[src/rtl/bcd_event_counter_7seg.sv]
// N-digit BCD event counter with synchronised edge-detected input and 7-segment outputs.
// Supports up/down counting, wrap or saturate on overflow, segment polarity and leading-zero blanking.
module bcd_event_counter_7seg #(
    parameter int DIGITS         = 3,
    parameter bit WRAP           = 1'b1,
    parameter bit SEG_ACTIVE_LOW = 1'b0,
    parameter bit BLANK_LZ       = 1'b0
) (
    input  logic                  i_clk,
    input  logic                  i_rst_n,
    input  logic                  i_num_i,
    input  logic                  i_up,
    input  logic                  i_clr,
    output logic [4*DIGITS-1:0]   o_bcd,
    output logic [7*DIGITS-1:0]   o_seg,
    output logic                  o_of
);

    logic [2:0]          sync_q, sync_d;
    logic [4*DIGITS-1:0] count_q, count_d;
    logic                of_q, of_d;
    logic [4*DIGITS-1:0] step_cnt;
    logic                carry;
    logic                event_pulse;

    assign event_pulse = sync_q[1] & ~sync_q[2];

    always_comb begin
        sync_d = {sync_q[1:0], i_num_i};
    end

    // Ripple one step through the digits; a carry/borrow out of the top digit means the range was exceeded.
    always_comb begin
        step_cnt = count_q;
        carry    = 1'b1;
        for (int k = 0; k < DIGITS; k++) begin
            if (carry) begin
                if (i_up) begin
                    if (count_q[4*k +: 4] == 4'd9) begin
                        step_cnt[4*k +: 4] = 4'd0;
                    end else begin
                        step_cnt[4*k +: 4] = count_q[4*k +: 4] + 4'd1;
                        carry              = 1'b0;
                    end
                end else begin
                    if (count_q[4*k +: 4] == 4'd0) begin
                        step_cnt[4*k +: 4] = 4'd9;
                    end else begin
                        step_cnt[4*k +: 4] = count_q[4*k +: 4] - 4'd1;
                        carry              = 1'b0;
                    end
                end
            end
        end
    end

    always_comb begin
        count_d = count_q;
        of_d    = WRAP ? 1'b0 : of_q;
        if (i_clr) begin
            count_d = '0;
            of_d    = 1'b0;
        end else if (event_pulse) begin
            if (carry) begin
                // Saturating mode keeps the old value at the boundary.
                count_d = WRAP ? step_cnt : count_q;
                of_d    = 1'b1;
            end else begin
                count_d = step_cnt;
            end
        end
    end

    always_ff @(posedge i_clk or negedge i_rst_n) begin
        if (!i_rst_n) begin
            sync_q  <= '0;
            count_q <= '0;
            of_q    <= 1'b0;
        end else begin
            sync_q  <= sync_d;
            count_q <= count_d;
            of_q    <= of_d;
        end
    end

    function automatic logic [6:0] seg_encode(input logic [3:0] digit);
        case (digit)
            4'd0:    seg_encode = 7'h3F;
            4'd1:    seg_encode = 7'h06;
            4'd2:    seg_encode = 7'h5B;
            4'd3:    seg_encode = 7'h4F;
            4'd4:    seg_encode = 7'h66;
            4'd5:    seg_encode = 7'h6D;
            4'd6:    seg_encode = 7'h7D;
            4'd7:    seg_encode = 7'h07;
            4'd8:    seg_encode = 7'h7F;
            4'd9:    seg_encode = 7'h6F;
            default: seg_encode = 7'h00;
        endcase
    endfunction

    // Walk from the top digit down so each digit knows whether everything above it is zero.
    always_comb begin
        logic       upper_zero;
        logic [6:0] pattern;
        o_seg      = '0;
        upper_zero = 1'b1;
        for (int k = DIGITS - 1; k >= 0; k--) begin
            upper_zero = upper_zero & (count_q[4*k +: 4] == 4'd0);
            pattern    = seg_encode(count_q[4*k +: 4]);
            if (BLANK_LZ && (k != 0) && upper_zero) begin
                pattern = 7'h00;
            end
            o_seg[7*k +: 7] = SEG_ACTIVE_LOW ? ~pattern : pattern;
        end
    end

    assign o_bcd = count_q;
    assign o_of  = of_q;

endmodule

[config.mk]
export PLATFORM = sky130hd
export DESIGN_NAME = bcd_event_counter_7seg
export DESIGN_NICKNAME = d
export VERILOG_FILES = /design/src/rtl/bcd_event_counter_7seg.sv
export SDC_FILE = /design/constraint.sdc
export NUM_CORES = 1
export LEC_CHECK = 0
export CAP_MARGIN = 40
export CORE_MARGIN = 2
export CORE_UTILIZATION = 42
export DETAILED_ROUTE_END_ITERATION = 8
export MAX_ROUTING_LAYER = met4
export PLACE_DENSITY = 0.69
export SYNTH_ARGS = -nofsm -noshare
export SYNTH_HDL_FRONTEND = slang
export SYNTH_SLANG_ARGS = --single-unit
[constraint.sdc]
create_clock -name i_clk -period 3.8 [get_ports i_clk]
set_input_delay 0.38 -clock i_clk [delete_from_list [all_inputs] [get_ports i_clk]]
set_output_delay 0.38 -clock i_clk [all_outputs]
set_load 0.03 [all_outputs]
# == Yosys cells after proc, flatten, opt, wreduce, memory -nomap -nowiden ==
# Memory sizes are Yosys's and may differ from the RTL's.
# Cells that the tools add are included.
# totals
regBits,16
rom_bits,336
out_inout_bits,34
mem_count,3
# mem_list
memory,depth,width,read_ports,rd_ports_with_merged_regs,write_ports,line,text
(no name shown),16,7,1,0,0,87,case (digit)
(no name shown),16,7,1,0,0,87,
(no name shown),16,7,1,0,0,87,
# op_classes
n_addsub,6
eq_ne,3
muxes,27
bitwise,2
reduce_logical,8
# ops
op,n
$mux W4,11
$mux W12,2
$mux W1,14
$add A4 B1 Y4 const B,3
$eq A4 B4 Y1 const B,3
$logic_not A4 Y1,3
$sub A4 B1 Y4 const B,3
$reduce_bool A2 Y1,3
$reduce_and A2 Y1,2
$and A1 B1 Y1,1
$not A1 Y1,1

# == Longest topological paths before layout ==
# depth
depth_word,8
mapped_depth,7
mapped_depth_nobuf,6

# == Worst setup path before layout ==
# Ideal clock, no wire load.
# synth_path
path_kind,register -> output
start,reg count_q[9] (netlist: o_bcd[9])
end,out o_seg[17]
arrival_ns,1.974
path_slack_ns,1.446
path_stages_with_launch,6
path_buffers,1
cell_sequence,dfrtp_1 -> clkbuf_1 -> inv_1 -> ha_1 -> inv_1 -> o21ai_0
# synth_between
elab_chain_cells,1
# synth_rtl
item,line,text
start: declaration,20,"logic [4*DIGITS-1:0] count_q, count_d;"
start signal: assignment,81,count_q <= count_d;
$mem_v2 Z16 W7,-,
end: declaration,15,"output logic [7*DIGITS-1:0] o_seg,"
# Every way passes these cells.

# == Final worst setup path ==
# layout_path
start,reg count_q[5] (netlist: o_bcd[5])
end,out o_seg[10]
# The elaborated chain is that of the path after synthesis.

==> impl_results.md <==
- Crit start category: flip-flop
- Synthesis-to-layout area growth: 25.1%
- Initial antenna violation count: 0
- CTS Buf Count: 3
- Synth Flop Type: dfrtp_1
- Worst R2R End: o_bcd[11]
- Critical path class: flip-flop to output port
- Fillers: between 300 and 400
- Routed WL: ~4.0 mm
- # DRC: 0
- Post-CTS Setup Bufs: 0
- Worst skew pair latency: 0.24 ns
- Flops & latches, synth: 16
- Die area: 0.00454 mm2
- DR vias/cell: around 5.7
- Synth Area per Inst: 8.16 um2
- Tot GR Track Use: 0.187
- Worst-path fanout max: 11
- Die X: 67.4 um
- Synth unique cells: 52
- Maximum buffer depth of the clock tree: 2
- Worst Setup EP: o_seg[10]
- Hold buffer count at cts: 0
- Layout cells sized above 1: 0.0890
- Met2 WL: around 1.9 mm
- Die H: around 67 um
- Area contributors post-synth: dfrtp_1 (24%), ha_1 (16%), a21oi_1 (5.9%)
- WP data required: around 3.4 ns
- Post-DR wirelength/cell: ~14 um
- Core area: between 0.003 and 0.004 mm2
- RSZ-0062 raised after global routing: false
- Max-cap viol count: 0
- GR Overflow Total: 0
- Clock sink total: 16
- Ys async rst share: 1.00
- Worst EP arrival: between 2 and 2.5 ns
- Endpoints failing setup: 0
- Vias in the first global route: 1353
- Root Buffer: clkbuf_8
- Worst VDD drop: 141 uV
- Input/output buffers: 38
- Yosys top cell area share: 0.237
- Max H-tree Level: 1
- Yosys warning total: 0
- Final Wtd Congestion: about 0.81
- Layout net count: about 270
- EDFF count, synth: 0
- TritonCTS clock tree: built
- Worst Clk Skew: ~0.0042 ns
- DP Wirelength: roughly 2.9 mm
- Starting density of the core: 0.428
- Reg2Reg Launch Point: o_bcd[0]
- R2R setup slack: around 1.5 ns
- # resized after CTS: 0
- Clock-pin slew on the worst setup and hold paths: around 0.05 ns
- Largest net degree at the start of global routing: 26
- Syn Nets: 234
- Crit share post-route: 0.699
- Synthesized area: roughly 0.0017 mm2
- Relative slew slack: 0.409
- First-pass DRT Iterations: 4
- Final ANT Viol Nets: 0
- LEAKAGE: between 0.8 and 0.9 nW
- Count leader, synth: nor2_1
- Setup crit start: o_bcd[5]
- Post-Place Worst Slack: 1.12 ns
- Max Slew Vio Count: 0
- Row cnt: 23
- Post-layout min period: about 2.7 ns
- Initial drt markers: between 100 and 150
- Pwr Density: about 260 mW/mm2
- I/O Pins: 39
- Critical Path Sink Type: output port
- Via count: between 1500 and 2000
- Register area share after synthesis: 0.237
- Hold Crit Class: flip-flop to flip-flop
- Slew @ Worst Pin: 0.884 ns
- Syn Inst Count: 207
- Setup TNS: 0 ns
- Fmax: between 300 and 400 MHz
- Post-synth top cells: nor2_1 (23), ha_1 (22), a21oi_1 (20), o21ai_0 (20), dfrtp_1 (16)
- Synth area leader: dfrtp_1
- WL met1: 1.92 mm
- DR top layer: met4
- Hold Path Origin: sync_q[0]
- Final Hold Viols: 0
- Routed met3 length: about 160 um
- FF-to-FF path depth: 6
- First-pass GRT wire length: approximately 6.4 mm
- Antenna diodes: 0
- PnR worst setup slack: 1.14 ns
- Status: finished clean
==> worst min path at each step <==
stage | endpoint | cells past startpoint
floorplan | o_bcd[0] | 0
detailed placement | sync_q[1] | 0
CTS | sync_q[1] | 0
global placement | sync_q[1] | 0
global route | sync_q[1] | 0
finish | sync_q[1] | 0
==> layout make-up <==
cell class / instances / area (um2) / share of cell area
multi-input cells: 162 / 1160 / 0.551
flip-flops and latches: 16 / 400 / 0.189
clock buffers: 3 / 41.3 / 0.0195
repair buffers: 38 / 380 / 0.180
well taps: 50 / 62.6 / 0.0296
inverters: 17 / 63.8 / 0.0302
==> power breakdown <==
part / internal, W / total (W) / switching, W
logic: 0.0000944 / 0.000227 / 0.000133
clock network: 0.0000699 / 0.000118 / 0.0000479
registers: 0.000178 / 0.000198 / 0.0000207
total: 0.000342 / 0.000543 / 0.000202
==> cell families (layout without fill, tap and decap cells) <==
logic type,after synthesis,count (layout),share of synthesized area
xor gates and xnor gates,1,1,0.00519
muxes,2,2,0.0133
adders and majority gates,22,22,0.163
DFF,16,16,0.237
AOI/OAI and AO/OA,83,83,0.332
and+or+nand+nor,54,54,0.176
buffers and inverters,29,58,0.0733
==> per-layer routing <==
layer	vias to the layer above	global-route usage
met4	0	0.0357
met2	34	0.298
met1	770	0.244
li1	816	-
met3	2	0.0433
met5	-	-
==> critical path, cell delays in order, from the launching register on <==
cell and delay [ns]:
dfrtp_1 0.53, inv_1 0.16, ha_1 0.27, nor2_1 0.20, a21oi_1 0.06, o21ai_1 0.14, clkdlybuf4s50_1 0.68
==> sequential cells by signal, indices dropped and copies added (netlist names) <==
register,flops
o_of,1
sync_q,3
o_bcd,12
==> metrics by stage <==
stage | utilization | hold slack (ns) | instance area (um2) | cells | power (W)
5_1_grt | 0.536 | 0.375 | 2110 | 286 | 0.000576
3_3_place_gp | 0.526 | 0.347 | 2070 | 283 | 0.000428
4_1_cts | 0.536 | 0.356 | 2110 | 286 | 0.000547
2_1_floorplan | - | 0.0844 | 1690 | 207 | 0.000347
3_5_place_dp | 0.526 | 0.343 | 2070 | 283 | 0.000429
6_report | 0.536 | 0.352 | 2110 | 286 | 0.000543
==> placed cells by master (no fill, tap or decap), types with 2 or more instances in the layout <==
cell,instances
clkdlybuf4s50_1,38
nor2_1,23
ha_1,22
o21ai_0,20
a21oi_1,20
dfrtp_1,16
inv_1,12
nand2_1,7
o21ai_1,6
a31oi_1,6
inv_2,5
and3_1,4
a311oi_1,4
a211oi_1,4
or3b_1,3
nor3b_2,3
clkbuf_8,3
o22ai_1,2
nand2b_1,2
nand3b_1,2
o211ai_1,2
nand4_1,2
a311oi_2,2
(Power assumes the default switching activity.)
